`src/rtl/blood_alarm_controller.sv`:
```
// Alarm stage after bloodAbnormalityDetector: persistence filter, latched alarm,
// acknowledge/recover sequencing and a saturating alarm-event counter.
module blood_alarm_controller #(
  parameter int PERSIST = 3,
  parameter int CLEAR   = 2,
  parameter int CNT_W   = 8
) (
  input  logic             clk,
  input  logic             rst,
  input  logic             sampleValid,
  input  logic             bloodAbnormality,
  input  logic             alarmAck,
  output logic             alarm,
  output logic [1:0]       state,
  output logic [3:0]       streak,
  output logic [CNT_W-1:0] eventCount
);

  typedef enum logic [1:0] {
    NORMAL  = 2'b00,
    SUSPECT = 2'b01,
    ALARM   = 2'b10,
    RECOVER = 2'b11
  } stateT;

  localparam logic [3:0] PERSIST4 = 4'(PERSIST);
  localparam logic [3:0] CLEAR4   = 4'(CLEAR);

  stateT      stateQ;
  logic [3:0] normRun;
  logic       isAbn;
  logic       isNrm;
  logic [3:0] streakNext;
  logic [3:0] normRunInc;
  logic       goAlarm;

  assign isAbn      = sampleValid & bloodAbnormality;
  assign isNrm      = sampleValid & ~bloodAbnormality;
  assign normRunInc = (normRun == 4'hF) ? normRun : normRun + 4'd1;
  assign state      = stateQ;

  always_comb begin
    streakNext = streak;
    if (isAbn) begin
      streakNext = (streak == 4'hF) ? streak : streak + 4'd1;
    end else if (isNrm) begin
      streakNext = 4'd0;
    end
  end

  // Every path into ALARM; shared so the event counter sees one strobe.
  always_comb begin
    goAlarm = 1'b0;
    case (stateQ)
      NORMAL:  goAlarm = isAbn && (PERSIST4 == 4'd1);
      SUSPECT: goAlarm = isAbn && (streakNext >= PERSIST4);
      RECOVER: goAlarm = isAbn;
      default: goAlarm = 1'b0;
    endcase
  end

  always_ff @(posedge clk) begin
    if (rst) begin
      stateQ     <= NORMAL;
      alarm      <= 1'b0;
      streak     <= 4'd0;
      normRun    <= 4'd0;
      eventCount <= '0;
    end else begin
      streak <= streakNext;

      if (isAbn) begin
        normRun <= 4'd0;
      end else if (isNrm && stateQ == RECOVER) begin
        normRun <= normRunInc;
      end

      if (goAlarm && eventCount != {CNT_W{1'b1}}) begin
        eventCount <= eventCount + 1'b1;
      end

      case (stateQ)
        NORMAL: begin
          if (goAlarm) begin
            stateQ <= ALARM;
            alarm  <= 1'b1;
          end else if (isAbn) begin
            stateQ <= SUSPECT;
          end
        end
        SUSPECT: begin
          if (goAlarm) begin
            stateQ <= ALARM;
            alarm  <= 1'b1;
          end else if (isNrm) begin
            stateQ <= NORMAL;
          end
        end
        ALARM: begin
          // A sample arriving with the ack must not count toward CLEAR.
          if (alarmAck) begin
            stateQ  <= RECOVER;
            alarm   <= 1'b0;
            normRun <= 4'd0;
          end
        end
        RECOVER: begin
          if (goAlarm) begin
            stateQ <= ALARM;
            alarm  <= 1'b1;
          end else if (isNrm && normRunInc >= CLEAR4) begin
            stateQ <= NORMAL;
          end
        end
        default: begin
          stateQ <= NORMAL;
          alarm  <= 1'b0;
        end
      endcase
    end
  end

endmodule

```
`config.mk`:
```
export PLATFORM = sky130hd
export DESIGN_NAME = blood_alarm_controller
export DESIGN_NICKNAME = d
export VERILOG_FILES = /design/src/rtl/blood_alarm_controller.sv
export SDC_FILE = /design/constraint.sdc
export NUM_CORES = 1
export LEC_CHECK = 0
export ABC_AREA = 1
export CELL_PAD_IN_SITES_DETAIL_PLACEMENT = 1
export CELL_PAD_IN_SITES_GLOBAL_PLACEMENT = 2
export CORE_MARGIN = 5
export CORE_UTILIZATION = 29
export CTS_CLUSTER_DIAMETER = 200
export DETAILED_ROUTE_END_ITERATION = 7
export PLACE_DENSITY_LB_ADDON = 0.1
export REMOVE_ABC_BUFFERS = 1
export SLEW_MARGIN = 30
export SYNTH_ARGS = -nofsm -noshare
export SYNTH_HDL_FRONTEND = slang
export SYNTH_SLANG_ARGS = --single-unit
```
`constraint.sdc`:
```
create_clock -name clk -period 1.77 [get_ports clk]
set_input_delay 0.2655 -clock clk [delete_from_list [all_inputs] [get_ports clk]]
set_output_delay 0.2655 -clock clk [all_outputs]
set_load 0.03 [all_outputs]
```
==> metrics.md <==
| Metric | Value |
|---|---|
| Slew HR | `0.7685` |
| Met1 wire length | `1556 um` |
| Pwr dens | `818.5 nW/um^2` |
| DR WL/cell | `12.57 um` |
| F_max | `583.3 MHz` |
| Syn Area/Cell | `7.167 um^2` |
| CP delay by family, top | `buffers and inverters` |
| Layout cell share with drive strength beyond 1 | `0.3615` |
| Vias in the first global route | `1295` |
| Worst hold path type | `primary input to register` |
| Worst slew pin tran | `346.9 ps` |
| GPL Wtd Cong | `0.7501` |
| Ports | `20` |
| Clock sinks | `19` |
| Yosys Warn Count | `0` |
| Critical path's slowest cell | `clkdlybuf4s50_1` |
| Post-layout util | `0.4268` |
| Most area-consuming cells after synthesis | `dfxtp_1 31%, nand2_1 9.7%, inv_1 7.6%` |
| Final non-filler cell total | `263` |
| Critical path, cell by cell | `clkdlybuf4s50_1` |
| Status | `finished clean` |
| Pre-antenna DRT Iters | `4` |
| Max Slew Vio Count | `0` |
| Layout Area Growth over Synthesis | `40.67%` |
| Psw | `0.5676 mW` |
| Worst path required time | `1500 ps` |
| Fin crit period | `1715 ps` |
| FF-to-FF setup slack | `150 ps` |
| Setup TNS | `0 ps` |
| Pleak | `0.7425 nW` |
| CTS tree | `built` |
| Clk_skew | `0.8596 ps` |
| Max IR drop VDD | `262.7 uV` |
| CTS root buffer | `clkbuf_8` |
| Core area | `4086 um^2` |
| DRC Markers | `0` |
| Met2 wire length | `1603 um` |
| Initial drt markers | `20` |
| IO buf count | `19` |
| Most common cell after layout, fill and taps aside | `nand2_1` |
| Crit path DAT | `1450 ps` |
| GRT overflow | `0` |
| Total number of vias | `1214` |
| Fill cell count | `531` |
| Die Y | `75.39 um` |
| CP max FO | `6` |
| Crit path capture type | `primary output` |
| Initial antenna violation count | `0` |
| ANT cells | `0` |
| MaxCap Viol Count | `0` |
| Top Metal Used | `met4` |
| Largest net degree at the start of global routing | `12` |
| Cell Int Power | `0.8599 mW` |
| Post-Syn Area | `1240 um^2` |
| Final Hold Violating Endpoints | `0` |
| Post-Synthesis Cells | `173` |
| Leading cell types in the layout, fill and taps excluded | `30 x nand2_1, 23 x inv_1, 18 x buf_4, 17 x nor2_1, 16 x clkdlybuf4s50_1` |
| Endpoint of the worst setup timing path | `streak[3]` |
| RSZ-0062 raised after global routing | `yes` |
| CP Class | `register to primary output` |
| CTS Buffer Depth | `2` |
| CP max stage delay | `720 ps` |
| Clock transition at the registers of the reported paths | `80 ps` |
| Synth Register Bits | `19` |
| Clock power frac | `0.226` |
| WP depth | `1` |
| Distinct cells, synth | `28` |
| Tcrit/Tclk final | `0.9686` |
| Yosys top cell area share | `0.3068` |
| Vias/cell | `4.616` |
| Power share of the sequential group | `0.352` |
| Latest clock arrival within the worst-skew pair | `260 ps` |
| FF-to-FF path depth | `14` |
| Nets | `223` |
| Inserted Clock Buffers | `3` |
| Hold Buf Count CTS | `0` |
| Worst Setup SP | `streak[3]` |
| R2r endpoint | `state[0]` |
| Startpoint types | `register` |
| Die X | `75.39 um` |
| Global-route wire length before repair | `5609 um` |
| Worst path bufs/invs | `1` |
| H-tree levels | `1` |
| Met3 WL | `97 um` |
| Gate power share | `0.422` |
| Rows | `23` |
| Final setup fails | `0` |
| Dpl hpwl | `2592 um` |
| Finished Cell Area | `1744 um^2` |
| Switching part of the total | `0.3976` |
| R2R Path Start | `streak[0]` |
| Area leader, netlist | `dfxtp_1` |
| Die ar. | `5684 um^2` |
| WL final | `3305 um` |
| Placed cell area | `1598 um^2` |
| Antenna-violating nets left | `0` |
| GRT Resource Usage Total | `0.1280` |
| Starting Density | `0.3034` |
| Sequential share of the synthesized area | `0.3068` |
| Cells after DPL | `256` |
-- metal layers --
layer,vias to the layer above,track usage
met1,561,0.1608
met3,5,0.02507
met4,0,0.04272
li1,631,-
met2,17,0.2186
met5,-,0
-- sequential cells by signal (all words and copies together) (netlist names) --
register	flops
state	2
eventCount	8
streak	4
alarm	1
normRun	4
-- what timing repair did --
| action | in CTS | in global routing |
|---|---|---|
| pin swaps | 0 | 3 |
| endpoints found under the hold margin | 0 | 0 |
| buffers inserted | 0 | 2 |
| gates resized for setup | 1 | 23 |
| setup endpoints to repair | 3 | 11 |
| cloned | 1 | 0 |
-- kinds of logic after synthesis --
logic type / count (synthesis) / share of synthesized area
compound gates: 24 / 0.1352
xor+xnor: 5 / 0.03532
fa+ha+maj: 4 / 0.04036
buf+inv: 31 / 0.09989
flops: 19 / 0.3068
simple gates: 90 / 0.3824
-- final cells by class --
type / count / area [um^2] / share of cell area
Clock inverter: 1 / 5.005 / 0.002869
Timing Repair Buffer: 37 / 332.8 / 0.1908
Clock buffer: 3 / 41.29 / 0.02367
Inverter: 29 / 108.9 / 0.06241
Sequential cell: 19 / 389.1 / 0.2231
Tap cell: 50 / 62.56 / 0.03587
Multi-Input combinational cell: 124 / 804.5 / 0.4613
-- power groups by stage --
| stage | registers, mW | logic (mW) | clock network, mW |
|---|---|---|---|
| after CTS | 0.500 | 0.570 | 0.341 |
| after detailed placement | 0.509 | 0.554 | 0 |
| after global placement | 0.508 | 0.546 | 0 |
| final | 0.503 | 0.602 | 0.323 |
| after global routing | 0.511 | 0.665 | 0.354 |
| after floorplan | 0.557 | 0.321 | 0 |
-- through the flow --
| stage | setup slack (ps) | power, mW | hold slack (ps) |
|---|---|---|---|
| floorplan | -64.63 | 0.8779 | 327.9 |
| global placement | -158.7 | 1.054 | 474.4 |
| detailed placement | -200.0 | 1.063 | 481.2 |
| CTS | 21.24 | 1.411 | 494.9 |
| global route | -21.68 | 1.530 | 521.9 |
| finish | 55.50 | 1.428 | 455.5 |
-- worst min-delay path by stage --
stage,from,endpoint,slack [ps],cells past startpoint
floorplan,rst,eventCount[2],330,1
global placement,eventCount[1],eventCount[1],470,2
detailed placement,alarm,alarm,480,2
CTS,alarm,alarm,490,2
global route,alarm,alarm,520,2
finish,sampleValid,streak[0],460,4
-- cell usage after synthesis, drive strengths merged --
cell type and count:
inv 28, clkbuf 1, nand3 13, clkinv 1, a21oi 13, nor2 28
xnor2 2, ha 4, o21ai 9, xor2 3, nand2 41, nand4 4
a221oi 1, nor3 4, buf 1, dfxtp 19, a211oi 1
-- worst min-delay path: stages --
cell            delay (ps)
dlymetal6s2s_1         160
nand3_1                100
nand2_1                110
nor3_1                  60
Note: power is estimated with default switching activity, not from simulation.
